**src/rtl/spi_inert_serf.sv**
```systemverilog
// spi_inert_serf: clk-oversampled SPI responder emulating the inertial sensor's WHO_AM_I, INT config and pitch registers.
module spi_inert_serf #(
  parameter logic [7:0] WHO_AM_I_VAL = 8'h6A,
  parameter int          SYNC_STAGES  = 2
) (
  input  logic        clk,
  input  logic        rst_n,
  input  logic        SS_n,
  input  logic        SCLK,
  input  logic        MOSI,
  output logic        MISO,
  output logic        INT,
  input  logic        smpl_vld,
  input  logic [15:0] smpl_data,
  output logic [7:0]  int_cfg,
  output logic        frm_done
);
  typedef enum logic [1:0] {IDLE, SHIFT, DONE} state_t;
  state_t state_q, state_d;
  logic [SYNC_STAGES-1:0] sclk_q, sclk_d, ss_q, ss_d, mosi_q, mosi_d;
  logic sclk_dly_q, ss_dly_q;
  logic [4:0] cnt_q, cnt_d;
  logic [15:0] shift_q, shift_d, hold_q, hold_d, pend_q, pend_d;
  logic [7:0] tx_q, tx_d, cfg_q, cfg_d, rd_byte;
  logic miso_q, miso_d, int_q, int_d, done_q, done_d, pend_vld_q, pend_vld_d;
  logic sclk_s, ss_s, mosi_s, rise, fall, ss_fall, ss_rise, cap, full;
  logic [7:0] cmd;
  assign sclk_s  = sclk_q[SYNC_STAGES-1];
  assign ss_s    = ss_q[SYNC_STAGES-1];
  assign mosi_s  = mosi_q[SYNC_STAGES-1];
  assign rise    = sclk_s & ~sclk_dly_q;
  assign fall    = ~sclk_s & sclk_dly_q;
  assign ss_fall = ~ss_s & ss_dly_q;
  assign ss_rise = ss_s & ~ss_dly_q;
  assign cmd     = {shift_q[6:0], mosi_s};
  assign cap     = smpl_vld & cfg_q[1];
  assign full    = cnt_q == 5'd16;
  assign rd_byte = cmd[6:0] == 7'h0F ? WHO_AM_I_VAL :
                   cmd[6:0] == 7'h0D ? cfg_q :
                   cmd[6:0] == 7'h22 ? hold_q[7:0] :
                   cmd[6:0] == 7'h23 ? hold_q[15:8] : 8'h00;
  assign MISO     = miso_q;
  assign INT      = int_q;
  assign int_cfg  = cfg_q;
  assign frm_done = done_q;
  always_comb begin
    sclk_d     = {sclk_q[SYNC_STAGES-2:0], SCLK};
    ss_d       = {ss_q[SYNC_STAGES-2:0], SS_n};
    mosi_d     = {mosi_q[SYNC_STAGES-2:0], MOSI};
    state_d    = state_q;
    cnt_d      = cnt_q;
    shift_d    = shift_q;
    tx_d       = tx_q;
    miso_d     = miso_q;
    int_d      = int_q;
    cfg_d      = cfg_q;
    done_d     = 1'b0;
    hold_d     = hold_q;
    pend_d     = pend_q;
    pend_vld_d = pend_vld_q;
    case (state_q)
      IDLE: if (ss_fall) begin
        state_d = SHIFT;
        cnt_d   = '0;
        shift_d = '0;
        tx_d    = '0;
        miso_d  = 1'b0;
      end
      SHIFT: begin
        if (rise) begin
          shift_d = {shift_q[14:0], mosi_s};
          cnt_d   = cnt_q + {4'd0, cnt_q != 5'd31};
          if (cnt_q == 5'd7) tx_d = cmd[7] ? rd_byte : 8'h00;
        end
        if (fall) begin
          miso_d = cnt_q >= 5'd8 ? tx_q[7] : 1'b0;
          if (cnt_q >= 5'd8) tx_d = {tx_q[6:0], 1'b0};
        end
        if (ss_rise) state_d = DONE;
      end
      DONE: begin
        state_d = IDLE;
        miso_d  = 1'b0;
        done_d  = full;
        if (full && !shift_q[15] && shift_q[14:8] == 7'h0D) cfg_d = shift_q[7:0];
        if (full && shift_q[15] && shift_q[14:8] == 7'h23) int_d = 1'b0;
      end
      default: state_d = IDLE;
    endcase
    // samples arriving mid-frame are parked so pitch L/H stay coherent within a frame
    if (cap && state_q == IDLE) begin
      hold_d     = smpl_data;
      int_d      = 1'b1;
      pend_vld_d = 1'b0;
    end else if (cap) begin
      pend_d     = smpl_data;
      pend_vld_d = 1'b1;
    end else if (pend_vld_q && state_q != SHIFT) begin
      hold_d     = pend_q;
      int_d      = 1'b1;
      pend_vld_d = 1'b0;
    end
  end
  // SS_n chain resets low so a frame already in progress at reset release is never entered
  always_ff @(posedge clk or negedge rst_n) begin
    if (!rst_n) begin
      sclk_q     <= '1;
      ss_q       <= '0;
      mosi_q     <= '0;
      sclk_dly_q <= 1'b1;
      ss_dly_q   <= 1'b0;
      state_q    <= IDLE;
      cnt_q      <= '0;
      shift_q    <= '0;
      tx_q       <= '0;
      miso_q     <= 1'b0;
      int_q      <= 1'b0;
      cfg_q      <= '0;
      done_q     <= 1'b0;
      hold_q     <= '0;
      pend_q     <= '0;
      pend_vld_q <= 1'b0;
    end else begin
      sclk_q     <= sclk_d;
      ss_q       <= ss_d;
      mosi_q     <= mosi_d;
      sclk_dly_q <= sclk_s;
      ss_dly_q   <= ss_s;
      state_q    <= state_d;
      cnt_q      <= cnt_d;
      shift_q    <= shift_d;
      tx_q       <= tx_d;
      miso_q     <= miso_d;
      int_q      <= int_d;
      cfg_q      <= cfg_d;
      done_q     <= done_d;
      hold_q     <= hold_d;
      pend_q     <= pend_d;
      pend_vld_q <= pend_vld_d;
    end
  end
endmodule

```
**config.mk**
```make
export PLATFORM = sky130hd
export DESIGN_NAME = spi_inert_serf
export DESIGN_NICKNAME = d
export VERILOG_FILES = /design/src/rtl/spi_inert_serf.sv
export SDC_FILE = /design/constraint.sdc
export NUM_CORES = 1
export LEC_CHECK = 0
export CORE_AREA = 10 10 104 106
export DETAILED_ROUTE_END_ITERATION = 10
export DIE_AREA = 0 0 114 116
export GPL_ROUTABILITY_DRIVEN = 0
export HOLD_SLACK_MARGIN = 0.1
export MAX_ROUTING_LAYER = met4
export PLACE_DENSITY = 0.66
export SYNTH_ARGS = -nofsm -noshare
export SYNTH_HDL_FRONTEND = slang
export SYNTH_SLANG_ARGS = --single-unit
```
**constraint.sdc**
```tcl
create_clock -name clk -period 4.2 [get_ports clk]
set_input_delay 1.05 -clock clk [delete_from_list [all_inputs] [get_ports clk]]
set_output_delay 1.05 -clock clk [all_outputs]
set_load 0.02 [all_outputs]
```
# [After elaboration in Yosys (flattened, before gate mapping)]
# Index checks and enable logic that the tools add are counted.
[classes] add_sub_neg=1 multipliers=0 n_div=0 order_cmp=1 n_eq_ne=17 shifts=0 mux=36 n_bitwise=10 n_reduce_logical=19
[ops] op="2-to-1 mux 16 bit" n=5
[ops] op="2-to-1 mux 8 bit" n=10
[ops] op="case mux 16 bit (2 select lines)" n=1
[ops] op="== test 7 x 4 -> 1 bit, second input constant" n=3
[ops] op="== test 7 x 6 -> 1 bit, second input constant" n=3
[ops] op="case mux 8 bit (2 select lines)" n=1
[ops] op="2-to-1 mux 1 bit" n=12
[ops] op="2-to-1 mux 5 bit" n=2
[ops] op="case mux 5 bit (2 select lines)" n=1
[ops] op="AND reduction 2 bit" n=5
[ops] op="inequality test 2 bit, second input constant" n=4
[ops] op="logical AND 1 bit" n=6
[ops] op="AND reduction 3 bit" n=2
[ops] op="nonzero test 3 bit" n=2
[ops] op="adder 5 x 1 -> 5 bit" n=1
[ops] op="bitwise AND 1 bit" n=5
[ops] op="== test 5 x 3 -> 1 bit, second input constant" n=1
[ops] op="== test 5 bit, second input constant" n=1
[ops] op="greater-or-equal comparator 5 x 4 -> 1 bit, second input constant" n=1
[ops] op="inequality test 5 bit, second input constant" n=1
[ops] op="NOT 1 bit" n=5
[ops] op="2-to-1 mux 2 bit" n=2
[ops] op="inequality test 2 x 1 -> 1 bit, second input constant" n=2
[ops] op="case mux 2 bit (2 select lines)" n=1
[ops] op="6 further kinds" n=7
[word_totals] regBits=83 latchBits=0 mem_bits_rw=0 mem_bits_ro=0 inputBits=22 elab_cells=100 memories=0

# [Longest topological paths before layout]
[logic_depth] ltp_word=11 ltp_mapped=8 mapped_depth_nobuf=8

# [Worst setup path after synthesis]
# No wires, ideal clock.
[synth_path] path_kind="input-to-reg" startpoint="input smpl_vld" endpoint="register hold_q[0]" setup_ns=0.136 t_arrival_ns=2.053 t_required_ns=4.064 slack_ns=2.011 path_stages=5 path_buffers=1 cell_sequence="nand2_1 nor3_2 buf_6 mux2i_1 o21ai_0"
[synth_via] elab_chain_cells=4 word_cells_on_any_way=6 classes_between="eq/ne (1); mux (1); bitwise (1); reduce/logical (3)"
[synth_rtl] element="from (decl)" line_no="13" source="input logic smpl_vld,"
[synth_rtl] element="bitwise AND 1 bit (*)" line_no="36" source="assign cap = smpl_vld & cfg_q[1];"
[synth_rtl] element="logical AND 1 bit" line_no="91" source="if (cap && state_q == IDLE) begin"
[synth_rtl] element="inequality test 2 x 1 -> 1 bit (no line) or nonzero test 2 bit (tied branches)"
[synth_rtl] element="AND reduction 2 bit (no line)"
[synth_rtl] element="to (signal assigned)" line_no="137" source="hold_q <= hold_d;"
[synth_rtl] element="to (decl)" line_no="23" source="logic [15:0] shift_q, shift_d, hold_q, hold_d, pend_q, pend_d;"
# Every way passes the cells marked *; elsewhere a longest branch is shown, timed or not.
# A chain may end at the register's enable or synchronous reset.

# [Worst setup path after layout]
[layout_path] startpoint="register cfg_q[1], in the netlist int_cfg[1]" endpoint="output int_cfg[1]"
[layout_rtl] element="from (decl)" line_no="24" source="logic [7:0] tx_q, tx_d, cfg_q, cfg_d, rd_byte;"
[layout_rtl] element="from (signal assigned)" line_no="135" source="cfg_q <= cfg_d;"
[layout_rtl] element="to (decl)" line_no="15" source="output logic [7:0] int_cfg,"
# No word-level cell between the ends.

==> summary.md <==
| Metric | Value |
|---|---|
| WP buf/inv | 1 |
| Syn avg cell area | 10.9 um^2 |
| Design Power | 1.52 mW |
| Total Neg Setup Slack | 0 ps |
| Post-route cell area | 4400 um^2 |
| Kind of critical path | flop to output pin |
| Worst Skew | 14.0 ps |
| Root Driver | clkbuf_8 |
| P&R area growth vs syn | 14.0% |
| Area share of the leading cell type in the synthesized netlist | between 50% and 60% |
| Synthesized instance count | around 350 |
| Avg WL per Cell | about 17 um |
| Dpl hpwl | 5530 um |
| Worst setup EP type | output pin |
| Ant diodes | 0 |
| Initial DRC count | 179 |
| Max frequency | between 300 and 400 MHz |
| Largest stage delay, worst path | 660 ps |
| Vias after detailed routing | 2737 |
| Hold path depth | 0 |
| Worst-path clk slew | 70 ps |
| FP Rows | 34 |
| Critical Path Stages | 1 |
| WL final | 8110 um |
| Critical Path RT | 3150 ps |
| Commonest register cell after synthesis | dfrtp_1 |
| Yosys cell types | 48 |
| Leak | 1.85 nW |
| Dpl cell area | 4210 um^2 |
| Yosys synthesis warning count | 0 |
| Max_cap viols | 0 |
| DR pass1 iterations | 4 |
| CP max stage cell | clkdlybuf4s50_1 |
| WHS | 351 ps |
| Antenna violation net count after detailed routing | 0 |
| Fin crit period | 2530 ps |
| Crit path launch type | flop |
| Post-Synthesis Cell Area | 3860 um^2 |
| Area leader, netlist | dfrtp_1 |
| Worst skew pair latency | 350 ps |
| CP cell instances | clkdlybuf4s50_1 |
| Hold Buf Count CTS | 0 |
| Initial Util | 44.4% |
| FF+latch area | 2080 um^2 |
| Die area | 13200 um^2 |
| Worst VDD drop | 0.169 mV |
| Sink Count | between 80 and 90 |
| Largest net degree at the start of global routing | 84 |
| Post-synthesis sequential area ratio | a little over half |
| CTS buffer count | 9 |
| Gr ovfl total | 0 |
| Share of cells above drive strength 1 | approximately an eighth |
| Final setup vio count | 0 |
| RSZ-0062 raised after global routing | no |
| Yosys reg bits | 83 |
| Most common cell after layout, fill and taps aside | dfrtp_1 |
| H-tree depth | 3 |
| Syn_nets | 378 |
| Worst-Margin Slew | a little over 1000 ps |
| Crit path max fanout | 6 |
| Commonest cells after routing, fill and taps aside | 80 x dfrtp_1, 54 x nand2_1, 43 x o21ai_0, 31 x clkdlybuf4s50_1, 25 x mux2i_1 |
| IO Pins | 33 |
| Worst path arrival time | ~1500 ps |
| Die H | 116 um |
| Power Dens Cells | between 300 and 400 nW/um^2 |
| TritonCTS clock tree | built |
| Worst Hold Class | flop to flop |
| Layout net count | 402 |
| Final worst-path cycle share | 60.1% |
| GRT Total Usage | 13.0% |
| Count of final hold-check violations | 0 |
| # fillers | 795 |
| First-pass GRT wire length | between 10000 and 15000 um |
| Synth async-reset ratio | 100% |
| Outcome | finished clean |
| Post-cts sizing count | 0 |
| Synth area leaders | dfrtp_1 52%, mux2i_1 6.5%, o21ai_0 5.6%, nand2_1 5.3%, mux2_2 4.7% |
| Rel. slew slack | between 30% and 40% |
| Drt drc | 0 |
| EDFF count, synth | 0 |
| Port Buffers | 32 |
| Initial antenna violation count | 0 |
| DR vias/cell | approximately 5.6 |
| Max-slew violation count | 0 |
| Crit-path leading delay family | buffers and inverters |
| Std-Cell Core Area | 8680 um^2 |
| Vias in the first global route | 2718 |
| Post-CTS setup buffers | 0 |
| Area of the multi-input gates | approximately 1600 um^2 |
| CTS Buffer Depth | 2 |
| FF-to-FF path depth | 4 |
| Die width | 114 um |
[worst paths after layout]
path	start	to	slack [ps]
worst max-delay path	int_cfg[1]$_DFFE_PN0P_	int_cfg[1]	1670
worst min-delay path	mosi_q[0]$_DFF_PN0_	mosi_q[1]$_DFF_PN0_	350
worst max register to register	state_q[1]$_DFFE_PN0P_	int_cfg[3]$_DFFE_PN0P_	1950
worst min register to register	mosi_q[0]$_DFF_PN0_	mosi_q[1]$_DFF_PN0_	350
max in group asynchronous	rst_n	tx_q[4]$_DFFE_PN0P_	2670
min in group asynchronous	rst_n	INT$_DFF_PN0_	860
[per-layer routing]
| layer | up-vias | routed length (um) | track usage (%) |
|---|---|---|---|
| met2 | 52 | 3940 | 19.5 |
| li1 | 1307 | - | - |
| met1 | 1368 | 3770 | 17.1 |
| met4 | 0 | 141 | 5.76 |
| met3 | 10 | 263 | 1.81 |
| met5 | - | 0 | - |
[kinds of logic after synthesis]
family                     synth area share, %
and+or+nand+nor                           14.4
AOI/OAI and AO/OA                         12.2
DFF                                       53.9
xor gates and xnor gates                 0.681
muxes                                     14.3
buffers and inverters                     3.86
adders and majority gates                0.649
[synth_stat cells (2+ instances only)]
cell	n
nand4_1	2
o22ai_1	8
dfrtp_1	80
a21oi_1	4
nand3_1	3
xnor2_1	3
nor2_1	14
a221o_1	3
nor3_1	9
o21ai_1	2
a31oi_1	4
dfstp_2	3
nand2b_1	2
inv_1	7
nand2_1	54
o311a_1	3
buf_6	3
mux2_4	8
o21ai_0	43
mux2i_1	25
clkbuf_1	12
or2_2	2
a311oi_1	4
nand3b_1	2
nand4b_1	2
buf_2	6
nor2b_1	7
a211oi_1	2
ha_1	2
mux2_2	16
and3_1	2
[flip-flops by register name, indices dropped and copies added (netlist names), 2 cells and up]
name / flops
ss_q: 2
sclk_q: 2
mosi_q: 2
int_cfg: 8
cnt_q: 5
pend_q: 16
shift_q: 16
hold_q: 16
state_q: 2
tx_q: 8
[final cells by class]
cell class | instances | share of cell area [%]
clock buffers | 12 | 3.07
repair buffers | 35 | 7.74
multi-input cells | 242 | 37.0
flip-flops and latches | 83 | 47.3
well taps | 108 | 3.07
inverters | 7 | 0.598
clock inverters | 4 | 1.17
[stage by stage]
step	instances	setup WS, ps	util, %
floorplan	354	2010	-
global placement	475	1560	48.5
detailed placement	475	1510	48.5
CTS	491	1660	50.7
global route	491	1620	50.7
finish	491	1670	50.7
[worst register-to-register path: stages, from the launching register on]
cell and delay, ps:
dfrtp_1 630, nor4b_2 320, nand4_1 170, or3_1 620, mux2_4 390
[report_power, final]
group          total, mW  switching, mW  internal [mW]
registers          0.846         0.0310          0.815
clock network      0.553          0.278          0.276
logic              0.117         0.0716         0.0450
total               1.52          0.380           1.14
No activity file was read; power rests on OpenSTA's default activity.
